$ cat src/rtl/pulse_capture_pkg.sv
// pulse_capture_pkg: shared state encoding and default timing constants for the pin pulse capture block
package pulse_capture_pkg;
  typedef enum logic [2:0] {
    IDLE      = 3'd0,
    WAIT_RISE = 3'd1,
    MEASURE   = 3'd2,
    DONE      = 3'd3,
    TRIG      = 3'd4
  } state_t;
  localparam int DEF_TIMEOUT     = 2000000;
  localparam int DEF_TRIG_CYCLES = 500;
endpackage

$ cat src/rtl/pin_sync.sv
// pin_sync: multi-flop synchroniser for an asynchronous pin plus one-cycle rise/fall detect
module pin_sync #(
  parameter int SYNC_STAGES = 2
) (
  input  logic clk,
  input  logic clr,
  input  logic pin_i,
  output logic s_o,
  output logic rise_o,
  output logic fall_o
);
  logic [SYNC_STAGES-1:0] sync_q;
  logic                   prev_q;
  // shift the raw pin through the chain and remember the previous synchronised level
  always_ff @(posedge clk or posedge clr)
    if (clr) begin
      sync_q <= '0;
      prev_q <= 1'b0;
    end else begin
      sync_q <= {sync_q[SYNC_STAGES-2:0], pin_i};
      prev_q <= sync_q[SYNC_STAGES-1];
    end
  assign s_o    = sync_q[SYNC_STAGES-1];
  assign rise_o = s_o & ~prev_q;
  assign fall_o = ~s_o & prev_q;
endmodule

$ cat src/rtl/pin_pulse_capture.sv
// pin_pulse_capture: measures the high width of a synchronised pin pulse; PULSE_CAPTURE_TRIG_EN adds a trigger output phase
module pin_pulse_capture
  import pulse_capture_pkg::*;
#(
  parameter int CNT_W       = 32,
  parameter int SYNC_STAGES = 2,
  parameter int TIMEOUT     = DEF_TIMEOUT,
  parameter int TRIG_CYCLES = DEF_TRIG_CYCLES
) (
  input  logic             clk,
  input  logic             clr,
  input  logic             pin_in,
  input  logic             arm,
  input  logic             rd_ack,
  output logic [CNT_W-1:0] width_out,
  output logic             valid,
  output logic             timeout,
`ifdef PULSE_CAPTURE_TRIG_EN
  output logic             trig_out,
`endif
  output logic             busy
);
  localparam logic [CNT_W-1:0] TO_C    = CNT_W'(TIMEOUT);
  localparam logic [CNT_W-1:0] TO_M1   = CNT_W'(TIMEOUT - 1);
  localparam logic [CNT_W-1:0] TRIG_M1 = CNT_W'(TRIG_CYCLES - 1);
  localparam logic [CNT_W-1:0] ONE     = CNT_W'(1);
`ifdef PULSE_CAPTURE_TRIG_EN
  localparam state_t ARM_ST = TRIG;
  logic trig_q;
  assign trig_out = trig_q;
`else
  localparam state_t ARM_ST = WAIT_RISE;
`endif
  state_t           state_q;
  logic [CNT_W-1:0] cnt_q;
  logic [CNT_W-1:0] width_q;
  logic             valid_q;
  logic             timeout_q;
  logic             busy_q;
  logic             s;
  logic             rise;
  logic             fall;
  pin_sync #(.SYNC_STAGES(SYNC_STAGES)) u_sync (
    .clk   (clk),
    .clr   (clr),
    .pin_i (pin_in),
    .s_o   (s),
    .rise_o(rise),
    .fall_o(fall)
  );
  // capture sequencer: state, cycle counter and every output live in one register set
  always_ff @(posedge clk or posedge clr)
    if (clr) begin
      state_q   <= IDLE;
      cnt_q     <= '0;
      width_q   <= '0;
      valid_q   <= 1'b0;
      timeout_q <= 1'b0;
      busy_q    <= 1'b0;
`ifdef PULSE_CAPTURE_TRIG_EN
      trig_q    <= 1'b0;
`endif
    end else begin
      case (state_q)
        IDLE, DONE: begin
          if (arm) begin
            state_q   <= ARM_ST;
            cnt_q     <= '0;
            valid_q   <= 1'b0;
            timeout_q <= 1'b0;
            busy_q    <= 1'b1;
`ifdef PULSE_CAPTURE_TRIG_EN
            trig_q    <= 1'b1;
`endif
          end else if (rd_ack && state_q == DONE) begin
            state_q <= IDLE;
            valid_q <= 1'b0;
          end
        end
        TRIG: begin
          if (cnt_q == TRIG_M1) begin
            state_q <= WAIT_RISE;
            cnt_q   <= '0;
`ifdef PULSE_CAPTURE_TRIG_EN
            trig_q  <= 1'b0;
`endif
          end else cnt_q <= cnt_q + ONE;
        end
        WAIT_RISE: begin
          if (rise) begin
            state_q <= MEASURE;
            cnt_q   <= ONE;
          end else if (cnt_q == TO_M1) begin
            state_q   <= DONE;
            width_q   <= '0;
            timeout_q <= 1'b1;
            valid_q   <= 1'b1;
            busy_q    <= 1'b0;
          end else cnt_q <= cnt_q + ONE;
        end
        MEASURE: begin
          if (fall) begin
            state_q   <= DONE;
            width_q   <= cnt_q;
            timeout_q <= 1'b0;
            valid_q   <= 1'b1;
            busy_q    <= 1'b0;
          end else if (s && cnt_q == TO_C) begin
            state_q   <= DONE;
            width_q   <= TO_C;
            timeout_q <= 1'b1;
            valid_q   <= 1'b1;
            busy_q    <= 1'b0;
          end else if (s) cnt_q <= cnt_q + ONE;
        end
        default: begin
          state_q <= IDLE;
          busy_q  <= 1'b0;
        end
      endcase
    end
  assign width_out = width_q;
  assign valid     = valid_q;
  assign timeout   = timeout_q;
  assign busy      = busy_q;
endmodule

$ cat config.mk
export PLATFORM = sky130hd
export DESIGN_NAME = pin_pulse_capture
export DESIGN_NICKNAME = d
export VERILOG_FILES = /design/src/rtl/pulse_capture_pkg.sv /design/src/rtl/pin_sync.sv /design/src/rtl/pin_pulse_capture.sv
export SDC_FILE = /design/constraint.sdc
export NUM_CORES = 1
export LEC_CHECK = 0
export ABC_AREA = 1
export CORE_MARGIN = 10
export CORE_UTILIZATION = 54
export DETAILED_ROUTE_END_ITERATION = 8
export PLACE_DENSITY = 0.76
export SLEW_MARGIN = 20
export SYNTH_ARGS = -nofsm -noshare
export SYNTH_HDL_FRONTEND = slang
export SYNTH_SLANG_ARGS = --single-unit
$ cat constraint.sdc
create_clock -name clk -period 3.3 [get_ports clk]
set_input_delay 0.66 -clock clk [delete_from_list [all_inputs] [get_ports clk]]
set_output_delay 0.66 -clock clk [all_outputs]
set_load 0.02 [all_outputs]
# After elaboration in Yosys (flattened, before gate mapping)
# Index checks and enable logic that the tools add are counted.
[word_totals]
input_bits = 5
elab_cells = 82
out_inout_bits = 35
register_bits = 73
[classes]
add_sub_neg = 1
muxes = 37
reduce_logical = 13
bitwise = 5
n_eq_ne = 18
[ops]
columns = ["cell", "n"]
rows = [
  ["$mux W32", 11],
  ["$pmux W32 S4", 1],
  ["$eq A32 B21 Y1 const B", 2],
  ["$pmux W32 S2", 1],
  ["$add A32 B1 Y32 const B", 1],
  ["$eq A32 B9 Y1 const B", 1],
  ["$mux W3", 7],
  ["$reduce_and A5 Y1", 3],
  ["$mux W1", 13],
  ["$ne A2 B2 Y1 const B", 6],
  ["$ne A3 B3 Y1 const B", 4],
  ["$pmux W3 S4", 1],
  ["$reduce_and A4 Y1", 2],
  ["$eq A3 B2 Y1 const B", 2],
  ["$pmux W1 S3", 2],
  ["$reduce_and A6 Y1", 1],
  ["$pmux W1 S4", 1],
  ["$reduce_bool A4 Y1", 1],
  ["$eq A3 B1 Y1 const B", 1],
  ["$eq A3 B3 Y1 const B", 1],
  ["$logic_not A3 Y1", 1],
  ["$not A1 Y1", 3],
  ["$reduce_bool A3 Y1", 1],
  ["$and A1 B1 Y1", 2],
  ["other kinds (4)", 5],
]

# Depth between registers and ports, before layout
[depth]
depth_word = 5
ltp_mapped = 14
depth_no_buf = 12

# Cells and area by module
# A second synthesis with hierarchy kept.
[unflattened]
cells_unflattened = 658
area_unflattened_um2 = 4528.1
[modules_own_cells]
columns = ["mod", "n_inst", "area_each_um2", "seq_area_each_um2", "cells_per_inst"]
rows = [
  ["pin_pulse_capture", 1, 4434.3, 1726.7, 650],
  ["pin_sync", 1, 93.8, 75.1, 8],
]

# Least setup slack after synthesis
# OpenSTA, ideal clock, no wires.
[synth_timing]
path_kind = "register -> register"
from = "register cnt_q[0]"
to = "register width_q[0], in the netlist width_out[0]"
arrival_time_ns = 1.615
setup_ns = 0.117
path_buffers = 1
slack_ns = 1.567
period_less_slack_ns = 1.733
stages_incl_launch_ff = 13
required_ns = 3.183
cell_sequence = "dfrtp_1 > inv_1 > ha_1 > inv_1 > nor2_1 > nand2_1 > nor2_1 > nand2_2 > o21ai_4 > nand3_4 > buf_6 > nand2_1 > nand2_1"
[synth_via]
elab_chain_cells = 4
elab_cells_between_ends = 8
cone_classes = "eq/ne (4); mux (2); reduce/logical (2)"
[synth_lines]
columns = ["element", "line_no", "text"]
rows = [
  ["start, declared", "pin_pulse_capture.sv:35", "logic [CNT_W-1:0] cnt_q;"],
  ["start signal, assigned", "pin_pulse_capture.sv:87", "end else cnt_q <= cnt_q + ONE;"],
  ["start signal, assigned", "pin_pulse_capture.sv:99", "end else cnt_q <= cnt_q + ONE;"],
  ["start signal, assigned", "pin_pulse_capture.sv:114", "end else if (s) cnt_q <= cnt_q + ONE;"],
  ["$eq A32 B21 Y1", "pin_pulse_capture.sv:108", "end else if (s && cnt_q == TO_C) begin"],
  ["$logic_and A1 B1 Y1", "pin_pulse_capture.sv:108", ""],
  ["$ne A3 B3 Y1 (no line)", "n/a", ""],
  ["$reduce_and A4 Y1 (no line)", "n/a", ""],
  ["end signal, assigned", "pin_pulse_capture.sv:104", "width_q <= cnt_q;"],
  ["end, declared", "pin_pulse_capture.sv:36", "logic [CNT_W-1:0] width_q;"],
]
# Several ways; a longest one is shown, not always the timed one.
# A chain may end at the register's enable or synchronous reset.

# Worst setup path in the final report
[layout_timing]
from = "register cnt_q[0]"
to = "register width_q[16], in the netlist width_out[16]"
[layout_via]
elab_chain_cells = 4
elab_cells_between_ends = 6
cone_classes = "eq/ne (4); reduce/logical (2)"
[layout_lines]
columns = ["element", "line_no"]
rows = [
  ["$eq A32 B21 Y1", "pin_pulse_capture.sv:108"],
  ["$logic_and A1 B1 Y1", "pin_pulse_capture.sv:108"],
  ["$ne A3 B3 Y1 (no line)", "n/a"],
  ["$reduce_and A4 Y1 (no line) *", "n/a"],
]
# Every way passes the cells marked *; elsewhere a longest branch is shown, timed or not.

==> impl_results.md <==
* Clock-pin slew on the worst setup and hold paths at ~0.080 ns
* Die X at 112 um
* Clock latency on the worst-skew pair at around 0.36 ns
* GRT Total Usage at a little under a fifth
* Core ar. at 0.00826 mm2
* Setup Viol. Count Final at 0
* Remaining antenna violation count at 0
* Std cell rows at 33
* Max Cap Viol at 0
* Worst Setup Path Type: register to register
* Num CTS Buffers at 9
* Die Span Y at 112 um
* Vias at between 4000 and 5000
* WP data required at 3.54 ns
* Final Critical Period at around 2.8 ns
* Post CTS Setup Buffer Count at 0
* Pwr/cell area at between 500 and 600 mW/mm2
* Synth Warn # at 0
* R2R setup slack at approximately 0.50 ns
* Drt pass-1 iters at 6
* Htree depth at 3
* Sequential-to-total area share from yosys stat at 39.3%
* Max FO, Critical Path at 41
* WL/cell at between 15 and 20 um
* Fin crit share at between 80% and 90%
* Worst Setup End Kind: register
* Hold_buf cts at 0
* Routed wl met2 at 5.36 mm
* Cells after Synth at 680
* Drt total wl at around 12 mm
* Status: completed
* Overflow after GRT at 0
* Num ports at 40
* Top cells by area, synth: dfrtp_1, nand2_1, nand4_1
* Synth Register Bits at 72
* Critical path launch point type: register
* Initial Util at 55.5%
* Post-CTS Resized at 0
* Vias in the first global route at slightly above 4000
* Mapped Area at about 0.0046 mm2
* Layout area overhead at 13.3%
* CTS max path bufs at 2
* # DRC at 0
* Die area at between 0.01 and 0.015 mm2
* Detailed-placement wirelength estimate at slightly below 9 mm
* Largest net degree at the start of global routing at 42
* Lkg Pwr at approximately 2.5 nW
* Fill count at 798
* Final total power at slightly above 3 mW
* Initial antenna violation count at 0
* Layout cells sized above 1 at 5.22%
* Actual slew at the worst max-slew pin at about 0.95 ns
* Top Metal Used: met4
* Placer Congestion at between 0.9 and 1
* Post-route design area at 0.00519 mm2
* # diodes at 0
* Distinct cells, synth at 28
* Leading area contributor after synthesis: dfrtp_1
* Final setup skew at approximately 0.01 ns
* Yosys top cell area share at roughly 40%
* Nets at between 700 and 800
* Root buf cell: clkbuf_8
* Starting DRC count in detailed routing at 375
* Vias/cell at approximately 5.6
* Fin Hold WS at ~0.35 ns
* Syn_nets at ~700
* Setup tns final at 0 ns
* Buffers on Ports at 39
* Tightest Hold Check Type: register to register
* Worst VDD drop at between 0.0003 and 0.0004 V
* Rel. slew slack at 36.5%
* CTS tree: built
* First-pass GRT wire length at between 20 and 25 mm
* Fin. max-slew vios at 0
* Fmax at around 360 MHz
* Routed wl met3 at ~1.0 mm
* Register area at roughly 0.0018 mm2
* Clock sink count at roughly 70
* Mean Syn Cell Area at 6.74 um2
* Cell area after placement at between 0.004 and 0.005 mm2
* Final hold violation count at 0
* RSZ-0062 raised after global routing: no
* WP data arrival at 3.04 ns
* M1 wire length at 5.63 mm
* Area occupied by multi-input gates at approximately 0.0023 mm2
cell usage after synthesis:
| cell | instances |
|---|---|
| a211o_1 | 1 |
| a21o_1 | 1 |
| a21oi_1 | 11 |
| a21oi_2 | 1 |
| buf_2 | 15 |
| buf_4 | 4 |
| buf_6 | 5 |
| clkbuf_1 | 9 |
| clkinv_1 | 1 |
| dfrtp_1 | 72 |
| ha_1 | 5 |
| inv_1 | 68 |
| inv_2 | 1 |
| nand2_1 | 233 |
| nand2_2 | 3 |
| nand3_1 | 52 |
| nand3_4 | 1 |
| nand4_1 | 54 |
| nor2_1 | 87 |
| nor2_2 | 5 |
| nor3_1 | 8 |
| o21ai_0 | 25 |
| o21ai_1 | 4 |
| o21ai_2 | 1 |
| o21ai_4 | 1 |
| o21bai_1 | 1 |
| xnor2_1 | 1 |
| xor2_1 | 10 |
cells by family after synthesis:
| kind of cell | share of synthesized area, % |
|---|---|
| AO/OA/AOI/OAI | 5.62 |
| XOR/XNOR | 2.10 |
| flip-flops | 39.3 |
| adder cells (fa/ha/maj) | 1.37 |
| buffers and inverters | 9.99 |
| AND/OR/NAND/NOR | 41.6 |
flip-flops by register name (all words and copies together) (netlist names):
name and count:
valid 1, width_out 32, u_sync.sync_q 2, state_q 2, busy 1, timeout 1
u_sync.prev_q 1, cnt_q 32
critical path, cell delays in order, from the launching register on:
cell and delay [ns]:
dfrtp_1 0.44, inv_1 0.16, ha_1 0.17, inv_1 0.04, nor2_1 0.09, nand2_1 0.06
nor2_1 0.12, nand2_2 0.10, o21ai_4 0.72, nand3_4 0.51, nand2_1 0.19, nand2_1 0.07
power by group:
part	switching [mW]	internal (mW)
clock network	0.371	0.427
logic	0.877	0.332
registers	0.0590	0.968
total	1.31	1.73
area by class of cell:
cell class                 count  share of cell area, %
tap                          105                   2.53
timing repair buffer          46                   8.77
clock inverter                 7                   1.83
inverter                      70                   5.06
multi-input combinational    505                   44.7
sequential                    72                   34.7
clock buffer                   9                   2.38
worst paths after layout:
check	from	end	cells past startpoint
setup / recovery	cnt_q[0]$_DFFE_PP0P_	width_out[16]$_DFFE_PP0P_	11
hold / removal	u_sync.sync_q[0]$_DFF_PP0_	u_sync.sync_q[1]$_DFF_PP0_	0
hold reg to reg	u_sync.sync_q[0]$_DFF_PP0_	u_sync.sync_q[1]$_DFF_PP0_	0
min in group asynchronous	clr	width_out[21]$_DFFE_PP0P_	2
max in group asynchronous	clr	cnt_q[3]$_DFFE_PP0P_	3
setup reg to reg	cnt_q[0]$_DFFE_PP0P_	width_out[16]$_DFFE_PP0P_	11
per-stage QoR:
| stage | utilization, % | setup WS, ns | cells |
|---|---|---|---|
| 2_1_floorplan | - | 0.815 | 680 |
| 3_3_place_gp | 60.2 | 0.667 | 798 |
| 3_5_place_dp | 60.2 | 0.542 | 798 |
| 4_1_cts | 62.9 | 0.516 | 814 |
| 5_1_grt | 62.9 | 0.195 | 814 |
| 6_report | 62.9 | 0.503 | 814 |
per-layer routing:
layer	track usage, %	vias up
met1	27.3	2093
met5	0	-
li1	-	2233
met4	4.99	0
met2	28.5	196
met3	4.10	22
cells in the final DEF (no fill, tap or decap), types with 2 or more instances in the layout:
| cell type | count |
|---|---|
| nand4_1 | 54 |
| nor2_1 | 87 |
| clkdlybuf4s50_1 | 39 |
| a21oi_1 | 11 |
| ha_1 | 5 |
| clkbuf_8 | 9 |
| bufinv_16 | 2 |
| o21ai_0 | 25 |
| nand2_1 | 233 |
| nand3_1 | 52 |
| nor2_2 | 5 |
| buf_4 | 6 |
| nor3_1 | 8 |
| nand2_2 | 3 |
| inv_2 | 2 |
| inv_1 | 67 |
| xor2_1 | 10 |
| dfrtp_1 | 72 |
| o21ai_1 | 4 |
| clkinv_2 | 2 |
Power figures use the tool's default switching activity.
